**config.mk**
```make
export PLATFORM = sky130hd
export DESIGN_NAME = logic_gate_explorer
export DESIGN_NICKNAME = d
export VERILOG_FILES = /design/src/rtl/logic_gate_explorer.sv
export SDC_FILE = /design/constraint.sdc
export NUM_CORES = 1
export LEC_CHECK = 0
export ABC_CLOCK_PERIOD_IN_PS = 2900
export CORE_MARGIN = 2
export CORE_UTILIZATION = 40
export CTS_CLUSTER_SIZE = 16
export DETAILED_ROUTE_END_ITERATION = 6
export MAX_ROUTING_LAYER = met4
export SLEW_MARGIN = 0
export SYNTH_ARGS = -nofsm -noshare
export SYNTH_HDL_FRONTEND = slang
export SYNTH_SLANG_ARGS = --single-unit
```
**constraint.sdc**
```tcl
create_clock -name clock -period 2.9 [get_ports clock]
set_input_delay 0.725 -clock clock [delete_from_list [all_inputs] [get_ports clock]]
set_output_delay 0.725 -clock clock [all_outputs]
set_load 0.05 [all_outputs]
```
**src/rtl/logic_gate_explorer.sv**
```systemverilog
// logic_gate_explorer: registered bitwise gate unit with a De Morgan
// self-checking truth-table sweep engine.
module logic_gate_explorer #(
  parameter int W        = 4,
  parameter int STEP_DIV = 8
) (
  input  logic           clock,
  input  logic           reset,
  input  logic [W-1:0]   a_in,
  input  logic [W-1:0]   b_in,
  input  logic [2:0]     op_sel,
  input  logic           mode_sweep,
  input  logic           start,
  input  logic           fault_inj,
  output logic [W-1:0]   a_cur,
  output logic [W-1:0]   b_cur,
  output logic [W-1:0]   result,
  output logic           demorgan_ok,
  output logic           busy,
  output logic           done,
  output logic [2*W:0]   vector_cnt,
  output logic [7:0]     mismatch_cnt
);

  typedef enum logic [1:0] {
    IDLE,
    RUN,
    DONE
  } state_t;

  localparam logic [15:0] PRE_TC = 16'(STEP_DIV - 1);

  state_t         r_state;
  state_t         w_state_nxt;
  logic [W-1:0]   r_a;
  logic [W-1:0]   r_b;
  logic [W-1:0]   r_result;
  logic           r_dm_ok;
  logic [15:0]    r_pre;
  logic [2*W:0]   r_vcnt;
  logic [7:0]     r_mcnt;

  logic [W-1:0]   w_flip;
  logic [W-1:0]   w_nand;
  logic [W-1:0]   w_or_n;
  logic [W-1:0]   w_nor;
  logic [W-1:0]   w_and_n;
  logic           w_dm_ok;
  logic [W-1:0]   w_op_res;
  logic           w_tc;
  logic           w_last;
  logic           w_go;
  logic [2*W-1:0] w_ab_inc;
  logic           w_busy;
  logic           w_done;

  // fault injection flips only bit 0 of the second forms
  assign w_flip   = W'(fault_inj);
  assign w_nand   = ~(r_a & r_b);
  assign w_or_n   = (~r_a | ~r_b) ^ w_flip;
  assign w_nor    = ~(r_a | r_b);
  assign w_and_n  = (~r_a & ~r_b) ^ w_flip;
  assign w_dm_ok  = (w_nand == w_or_n) &&
                    (w_nor == w_and_n);

  assign w_tc     = (r_pre == PRE_TC);
  assign w_last   = &{r_a, r_b};
  assign w_go     = start && mode_sweep;
  assign w_ab_inc = {r_a, r_b} + (2*W)'(1);

  // selected gate function of the applied operands
  always_comb begin
    w_op_res = '0;
    unique case (op_sel)
      3'd0:    w_op_res = r_a & r_b;
      3'd1:    w_op_res = r_a | r_b;
      3'd2:    w_op_res = r_a ^ r_b;
      3'd3:    w_op_res = ~(r_a & r_b);
      3'd4:    w_op_res = ~(r_a | r_b);
      3'd5:    w_op_res = ~(r_a ^ r_b);
      3'd6:    w_op_res = ~r_a;
      3'd7:    w_op_res = ~r_b;
      default: w_op_res = '0;
    endcase
  end

  // sweep state register
  always_ff @(posedge clock) begin
    if (reset) r_state <= IDLE;
    else       r_state <= w_state_nxt;
  end

  // next-state and status outputs; abort wins over completion
  always_comb begin
    w_state_nxt = r_state;
    w_busy      = 1'b0;
    w_done      = 1'b0;
    unique case (r_state)
      IDLE: begin
        if (w_go) w_state_nxt = RUN;
      end
      RUN: begin
        w_busy = 1'b1;
        if (!mode_sweep)
          w_state_nxt = IDLE;
        else if (w_tc && w_last)
          w_state_nxt = DONE;
      end
      DONE: begin
        w_done      = 1'b1;
        w_state_nxt = IDLE;
      end
      default: w_state_nxt = IDLE;
    endcase
  end

  // operand, prescaler, counters and registered result/check
  always_ff @(posedge clock) begin
    if (reset) begin
      r_a      <= '0;
      r_b      <= '0;
      r_result <= '0;
      r_dm_ok  <= 1'b0;
      r_pre    <= '0;
      r_vcnt   <= '0;
      r_mcnt   <= '0;
    end else begin
      r_result <= w_op_res;
      r_dm_ok  <= w_dm_ok;
      unique case (r_state)
        IDLE: begin
          if (w_go) begin
            r_a    <= '0;
            r_b    <= '0;
            r_pre  <= '0;
            r_vcnt <= '0;
            r_mcnt <= '0;
          end else begin
            r_a <= a_in;
            r_b <= b_in;
          end
        end
        RUN: begin
          if (mode_sweep) begin
            if (w_tc) begin
              r_pre  <= '0;
              r_vcnt <= r_vcnt + (2*W+1)'(1);
              if (!w_dm_ok && r_mcnt != 8'hFF)
                r_mcnt <= r_mcnt + 8'd1;
              if (!w_last)
                {r_a, r_b} <= w_ab_inc;
            end else begin
              r_pre <= r_pre + 16'd1;
            end
          end
        end
        default: ;
      endcase
    end
  end

  assign a_cur        = r_a;
  assign b_cur        = r_b;
  assign result       = r_result;
  assign demorgan_ok  = r_dm_ok;
  assign busy         = w_busy;
  assign done         = w_done;
  assign vector_cnt   = r_vcnt;
  assign mismatch_cnt = r_mcnt;

endmodule

```
* Word level (Yosys, flattened, before mapping)
Index checks and enable logic that the tools add are counted.
Word-level totals: word-level logic and storage cells 87, flip-flop bits (word level) 48, output and inout bits 32
Cells by class: reduce and logical (&&, ||, !) cells 14, equality and inequality tests 19, bitwise logic cells 12, muxes and demuxes 30, add/sub/neg operators 4
Operators by type and width (count):
- 16-bit 2-to-1 mux | 3
- 4-bit 2-to-1 mux | 8
- 8-bit 2-to-1 mux | 4
- 16-bit one-hot mux with 2 select lines | 1
- 4-bit one-hot mux with 8 select lines | 1
- 9-bit 2-to-1 mux | 3
- 4-bit inverter | 5
- 9-bit one-hot mux with 2 select lines | 1
- 16-bit by 1-bit adder with 16-bit output (second input constant) | 1
- 8-bit by 1-bit adder with 8-bit output (second input constant) | 2
- 16-bit by 3-bit equality test with 1-bit output (second input constant) | 1
- 4-bit one-hot mux with 2 select lines | 2
- 8-bit one-hot mux with 2 select lines | 1
- 3-bit equality test (second input constant) | 4
- 2-bit != test (second input constant) | 5
- 9-bit by 1-bit adder with 9-bit output (second input constant) | 1
- 4-bit bitwise AND | 2
- 4-bit equality test | 2
- 8-bit != test (second input constant) | 1
- 4-bit bitwise OR | 2
- 4-bit AND reduction | 2
- 8-bit AND reduction | 1
- 4-bit by 1-bit XOR with 4-bit output | 2
- 3-bit by 2-bit equality test with 1-bit output (second input constant) | 2
- 16 further kinds | 22

* Longest topological paths before layout
Gate-level depths: netlist of the first run.
depth after elaboration 11, gate-level depth with buffers 8, mapped depth without buffers 7

* Least setup slack after synthesis of the first run
No wires, ideal clock.
path type reg2reg, start point register r_b[0], in the netlist b_cur[0], end point register r_mcnt[7], in the netlist mismatch_cnt[7], clock period less this slack 2206 ps, path slack 694 ps, arrival 2084 ps, path buffers 0, cell stages (with the launch flop) 8, cell sequence dfxtp_1 -> inv_1 -> ha_1 -> xor2_1 -> nor2_1 -> o21ai_0 -> a21oi_1 -> a221o_1
Between the ends: word-level cells in the longest chain between the ends 9, elaborated cells on any way between the ends 16, those cells by class eq/ne: 3; bitwise: 9; reduce/logical: 4
Ends and longest elaborated chain:
- from (decl) | line 36 | logic [W-1:0] r_b;
- from (signal assigned) | line 140 | r_b <= b_in;
- from (signal assigned) | line 151 | {r_a, r_b} <= w_ab_inc;
- 4-bit inverter | line 60, 62
- 4-bit bitwise OR or 4-bit bitwise AND (tied branches) | line 60, 62
- 4-bit by 1-bit XOR with 4-bit output, on equally long branches | line 60, 62
- 4-bit equality test, on equally long branches | line 63, 64
- 1-bit logical AND * | line 63 | assign w_dm_ok = (w_nand == w_or_n) &&
- 1-bit logical NOT * | line 148 | if (!w_dm_ok && r_mcnt != 8'hFF)
- 1-bit logical AND * | line 148
- 2-bit != test (no line) *
- 5-bit AND reduction (no line) *
- to (signal assigned) | line 149 | r_mcnt <= r_mcnt + 8'd1;
- to (decl) | line 41 | logic [7:0] r_mcnt;
Mark *: on every way between the ends. The rest lies on a longest branch, timed or not. A chain may end at the register's enable or synchronous reset.

* Worst setup path in the final report of the first run
start point register r_state[1], end point output done
Between the ends: word-level cells in the longest chain between the ends 2
Ends and longest elaborated chain:
- from (decl) | line 33 | state_t r_state;
- from (signal assigned) | line 90 | else r_state <= w_state_nxt;
- 2-bit equality test | line 98 | unique case (r_state)
- 1-bit 2-to-1 mux | line 98
- to (decl) | line 20 | output logic done,
Every way passes these cells.

==> metrics.md, run 1 <==
| Metric | Value |
|---|---|
| Synthesized area | between 0.002 and 0.003 mm2 |
| Leak pwr | 1.33 nW |
| Clk sinks | between 40 and 50 |
| Synth unique cells | 51 |
| Period utilisation layout | 0.885 |
| Pin count of the biggest net entering global routing | 17 |
| Tmin final | 2.57 ns |
| Slew @ Worst Pin | between 0.5 and 0.6 ns |
| Post-synthesis register bit count | 48 |
| Core footprint | a little under 0.007 mm2 |
| Fmax | a little under 400 MHz |
| Main synth FF type | dfxtp_1 |
| Final Hold Viols | 0 |
| Post-DP HPWL | about 5300 um |
| Max VDD drop | just under 0.0002 V |
| RSZ-0062 raised after global routing | false |
| Die width | just under 90 um |
| Post-synth EDFFs | 0 |
| Vias | roughly 2.8k |
| Syn Inst Count | about 350 |
| Row count | 30 |
| N_diodes | 0 |
| Root Buffer Master | clkbuf_8 |
| Startpoint type of the worst setup path | register |
| WL/cell | ~14 um |
| Share of layout cells above drive strength 1 | 0.0798 |
| Top post-synthesis cells by area | dfxtp_1 34%, ha_1 5.8%, nor2_1 5.5% |
| Placed Instance Area | between 0.003 and 0.004 mm2 |
| Initial antenna violation count | 0 |
| Final Max Tran Viols | 0 |
| Clk_lat worst skew | 0.30 ns |
| Setup Buffers After CTS | 0 |
| MaxCap Viol Count | 0 |
| Power per Cell Area | around 410 mW/mm2 |
| ANT nets after route | 0 |
| Total grt overflow | 0 |
| Initial core utilization | 0.412 |
| Sequential cell area | approximately 960 um2 |
| Multi-input logic area | 0.00170 mm2 |
| Clock transition at path regs | approximately 0.09 ns |
| Req. time, crit path | 2.17 ns |
| Nets | 429 |
| H-tree levels | 2 |
| Die area | 0.00769 mm2 |
| CTS Hold Bufs | 0 |
| Crit-path max FO | 7 |
| Status | finished, final reports clean |
| CTS buffer count | 5 |
| Mapped Nets | roughly 380 |
| Io pins | 48 |
| Post-synth top cells | 48 x dfxtp_1, 41 x nor2_1, 22 x a21oi_1, 22 x inv_1, 22 x nand2_1 |
| CP arrival | ~1.8 ns |
| Drt initial violations | ~190 |
| Syn avg cell area | roughly 8.1 um2 |
| Critical path endpoint category | primary output |
| RePlAce Congestion | 0.863 |
| CTS tree | built |
| Drt first pass iters | 4 |
| Vias in the first global route | 2,548 |
| GRT Total Usage | 0.201 |
| Most common cell in the netlist | dfxtp_1 |
| Endpoints failing setup | 0 |
| Slew margin rel. | 0.633 |
| Setup CP Type | reg2out |
| Ys Warns | 0 |
| Number of buffers added on ports | 47 |
| Seq/Total Area, Yosys | 0.343 |
| Post-cts repair resize count | 0 |
| First-pass GRT wire length | ~12,000 um |
| Post-synth top area cell | dfxtp_1 |
| Fillers | about 660 |
| # DRC | 0 |
| Clk_skew | 0.00856 ns |
| Chip Height | about 88 um |
| Clock buffer depth | 2 |
| TNS Setup | 0 ns |
| Aggregate routed wire length | about 7100 um |
| Share of the synthesized area in the top cell type | 0.343 |
| Area Overhead vs Synth | 26.5% |
| Vias per cell | roughly 5.6 |
| Post-synth ARST share | 0 |
| Final instance area | ~0.0035 mm2 |
| Min-Delay Path Class | reg2reg |
[state kept, by name, indices dropped and copies added (netlist names)]
| signal | cells |
|---|---|
| a_cur | 4 |
| r_pre | 16 |
| result | 4 |
| demorgan_ok | 1 |
| vector_cnt | 9 |
| mismatch_cnt | 8 |
| b_cur | 4 |
| r_state | 2 |
[path summary, 6_finish.rpt]
check                           cells past startpoint           from            end  slack, ns
worst min-delay path                                2  vector_cnt[8]  vector_cnt[8]       0.49
worst min register to register                      2  vector_cnt[8]  vector_cnt[8]       0.49
worst max-delay path                                3     r_state[1]           done       0.33
worst max register to register                      6       r_pre[0]  vector_cnt[5]       0.75
[final cells by class]
cell class | count | share of cell area
inverter | 22 | 0.0233
clock inverter | 2 | 0.00989
clock buffer | 6 | 0.0205
tap | 96 | 0.0339
multi-input combinational | 262 | 0.479
sequential | 48 | 0.271
timing repair buffer | 61 | 0.162
[layout by cell type, fill, tap and decap left out, types with 12 or more instances in the layout]
cell,n
nand3_1,17
nand2_1,22
buf_4,15
a21oi_1,22
ha_1,13
inv_1,22
clkdlybuf4s50_1,46
dfxtp_1,48
nor2_1,41
o21ai_0,12
[cell families after synthesis]
logic type,count (synthesis),synth area share
adder cells (fa/ha/maj),13,0.0581
AO/OA/AOI/OAI,85,0.210
buffers and inverters,36,0.0505
flip-flops,48,0.343
multiplexers,5,0.0228
AND/OR/NAND/NOR,144,0.269
XOR/XNOR,15,0.0469
[metrics by stage]
stage	worst slack (ns)	total power, mW	hold slack, ns	std cells	util
6_report	0.333	1.45	0.490	497	0.521
5_1_grt	0.262	1.52	0.497	497	0.521
4_1_cts	0.347	1.46	0.486	497	0.521
3_5_place_dp	0.183	0.985	0.471	489	0.506
3_3_place_gp	0.209	0.982	0.473	489	0.506
2_1_floorplan	0.694	0.886	0.491	346	-
[report_power, final]
part	internal [mW]	switching (mW)	total [mW]
Clock	0.256	0.225	0.481
Sequential	0.676	0.0247	0.701
Combinational	0.109	0.160	0.269
[critical path: stages (launching register included)]
cell,delay (ns)
dfxtp_1,0.45
inv_1,0.13
nor2_1,0.14
clkdlybuf4s50_1,0.82
[layer usage]
metal / global-route usage / wire length, um
met2: 0.317 / 3350
met5: - / 0
met1: 0.261 / 3290
met4: 0.0615 / 112
met3: 0.0377 / 337
Power figures use the tool's default switching activity.
==> run 2, diff against run 1 <==
--- a/config.mk
+++ b/config.mk
@@ -6,8 +6,7 @@
 export NUM_CORES = 1
 export LEC_CHECK = 0
 export ABC_CLOCK_PERIOD_IN_PS = 2900
-export CORE_MARGIN = 2
-export CORE_UTILIZATION = 40
+export CORE_UTILIZATION = 30
 export CTS_CLUSTER_SIZE = 16
 export DETAILED_ROUTE_END_ITERATION = 6
 export MAX_ROUTING_LAYER = met4
==> metrics.md, run 2 (synthesis results as in run 1) <==
| Metric | Value |
|---|---|
| Clk sinks | 48 (unchanged) |
| Nets | 424 (-1.2%) |
| Initial core utilization | 0.315 (-0.0972) |
| Power per Cell Area | 421 mW/mm2 (+2.8%) |
| Root Buffer Master | clkbuf_8 |
| Drt first pass iters | 6 (+2) |
| Most flops, register | r_pre |
| Slew margin rel. | 0.621 (-0.0116) |
| Fillers | 912 (+38%) |
| CTS tree | built |
| Endpoints failing setup | 0 (unchanged) |
| Vias in the first global route | 2,670 (+4.8%) |
| Commonest non-fill, non-tap cells in the layout | 48 x dfxtp_1, 46 x clkdlybuf4s50_1, 41 x nor2_1 |
| Vias | 2,778 (+0.47%) |
| Setup slack after layout | 0.263 ns (-0.0694 ns) |
| Number of buffers added on ports | 47 (unchanged) |
| TNS Setup | 0 ns (unchanged) |
| Final Max Tran Viols | 0 (unchanged) |
| Io pins | 48 (unchanged) |
| Leak pwr | 1.31 nW (-1.4%) |
| Final Hold Viols | 0 (unchanged) |
| Aggregate routed wire length | 7200 um (+1.5%) |
| Reg2Reg Depth | 5 (-1) |
| Max VDD drop | 0.000183 V (-6.2%) |
| Pin count of the biggest net entering global routing | 18 (+1) |
| GRT Total Usage | 0.156 (-0.0451) |
| Req. time, crit path | 2.17 ns (about the same) |
| Post-cts repair resize count | 0 (unchanged) |
| CP arrival | 1.91 ns (+0.07 ns) |
| # DRC | 1 (+1) |
| Tmin final | 2.64 ns (+0.0694 ns) |
| H-tree levels | 2 (unchanged) |
| MaxCap Viol Count | 0 (unchanged) |
| WL/cell | 14.3 um (about the same) |
| RSZ-0062 raised after global routing | false |
| RePlAce Congestion | 0.877 (+1.6%) |
| Max reg flops | 16 (unchanged) |
| Post-DP HPWL | 5240 um (-1.6%) |
| Total grt overflow | 0 (unchanged) |
| Min-Delay Path Class | reg2reg |
| Vias per cell | 5.51 (-0.93%) |
| Multi-input logic area | 0.00170 mm2 (unchanged) |
| N_diodes | 0 (unchanged) |
| Area Overhead vs Synth | 26.2% |
| Die area | 0.00972 mm2 (+27%) |
| Clk_skew | 0.00470 ns (-0.00386 ns) |
| First-pass GRT wire length | 12,100 um (+0.69%) |
| Startpoint type of the worst setup path | register |
| Dpl ws | 0.104 ns (-0.0784 ns) |
| Depth of the worst hold-timing path | 2 (unchanged) |
| Clock transition at path regs | 0.09 ns (about the same) |
| Crit-path max FO | 12 (+5) |
| Drt initial violations | 107 (-42%) |
| Failing checks | design-rule violations |
| ANT nets after route | 0 (unchanged) |
| Period utilisation layout | 0.909 (+0.0239) |
| Fmax | 379 MHz (-2.6%) |
| Chip Height | 98.6 um (+12%) |
| Setup Buffers After CTS | 0 (unchanged) |
| Core footprint | 0.00889 mm2 (+31%) |
| CTS buffer count | 5 (unchanged) |
| Clock buffer depth | 2 (unchanged) |
| CTS Hold Bufs | 0 (unchanged) |
| Sequential cell area | 961 um2 (unchanged) |
| Status | finished, violations left |
| Slew @ Worst Pin | 0.566 ns (+0.0156 ns) |
| Row count | 34 (+13%) |
| Critical path endpoint category | primary output |
| Setup CP Type | reg2out |
| Commonest non-fill, non-tap cell in the layout | dfxtp_1 |
| Die width | 98.6 um (+12%) |
| Flop2flop setup slack | 0.66 ns (-0.09 ns) |
| Share of layout cells above drive strength 1 | 0.0707 (-0.00909) |
| Clk_lat worst skew | 0.30 ns (about the same) |
| Initial antenna violation count | 0 (unchanged) |
[run 2: cell count changes in the layout (fill, tap and decap cells not counted)]
cell      before  now
buf_4         15   10
clkinv_2       1    0
clkbuf_1       1    0
clkinv_4       0    1
clkbuf_8       5    6
[run 2: report_power, final]
part	leakage [nW]	switching (mW)	internal, mW	total [mW]
combinational	0.857	0.161	0.104	0.265
clock	0.0614	0.239	0.282	0.522
sequential	0.390	0.0243	0.677	0.701
total	1.31	0.424	1.06	1.49
[run 2: critical path, stage by stage (launching register included)]
cell,delay [ns]
dfxtp_1,0.57
nand2b_1,0.35
inv_1,0.41
buf_4,0.28
[run 2: final cells by class]
cell class	instances	area share
Clock inverter	2	0.0110
Timing Repair Buffer	56	0.152
Clock buffer	6	0.0234
Sequential cell	48	0.272
Tap cell	108	0.0382
Inverter	22	0.0234
Multi-Input combinational cell	262	0.481
[run 2: path summary, 6_finish.rpt]
path | startpoint | to
worst max-delay path | r_state[0] | busy
worst min-delay path | vector_cnt[8] | vector_cnt[8]
worst max register to register | r_state[0] | r_pre[13]
worst min register to register | vector_cnt[8] | vector_cnt[8]
[run 2: through the flow]
step / instance area, um2 / instances / power (mW) / hold slack (ns) / utilization
after floorplan: 2800 / 346 / 0.886 / 0.491 / -
after global placement: 3410 / 496 / 0.975 / 0.470 / 0.384
after detailed placement: 3410 / 496 / 0.979 / 0.485 / 0.384
after CTS: 3530 / 504 / 1.50 / 0.501 / 0.397
after global routing: 3530 / 504 / 1.55 / 0.526 / 0.397
final: 3530 / 504 / 1.49 / 0.499 / 0.397
[run 2: layer usage]
metal / wire length [um] / track usage / up-vias
met1: 3590 / 0.200 / 1328
met5: 0 / - / -
li1: - / - / 1386
met2: 3300 / 0.251 / 58
met4: 51 / 0.0425 / 0
met3: 252 / 0.0291 / 6
==> run 3, diff against run 2 <==
--- a/config.mk
+++ b/config.mk
@@ -7,6 +7,7 @@
 export LEC_CHECK = 0
 export ABC_CLOCK_PERIOD_IN_PS = 2900
 export CORE_UTILIZATION = 30
+export CTS_BUF_LIST = sky130_fd_sc_hd__clkbuf_4 sky130_fd_sc_hd__clkbuf_8 sky130_fd_sc_hd__clkbuf_16
 export CTS_CLUSTER_SIZE = 16
 export DETAILED_ROUTE_END_ITERATION = 6
 export MAX_ROUTING_LAYER = met4
==> results of run 3 <==
Final layout, timing and power as in run 2 (identical DEF).
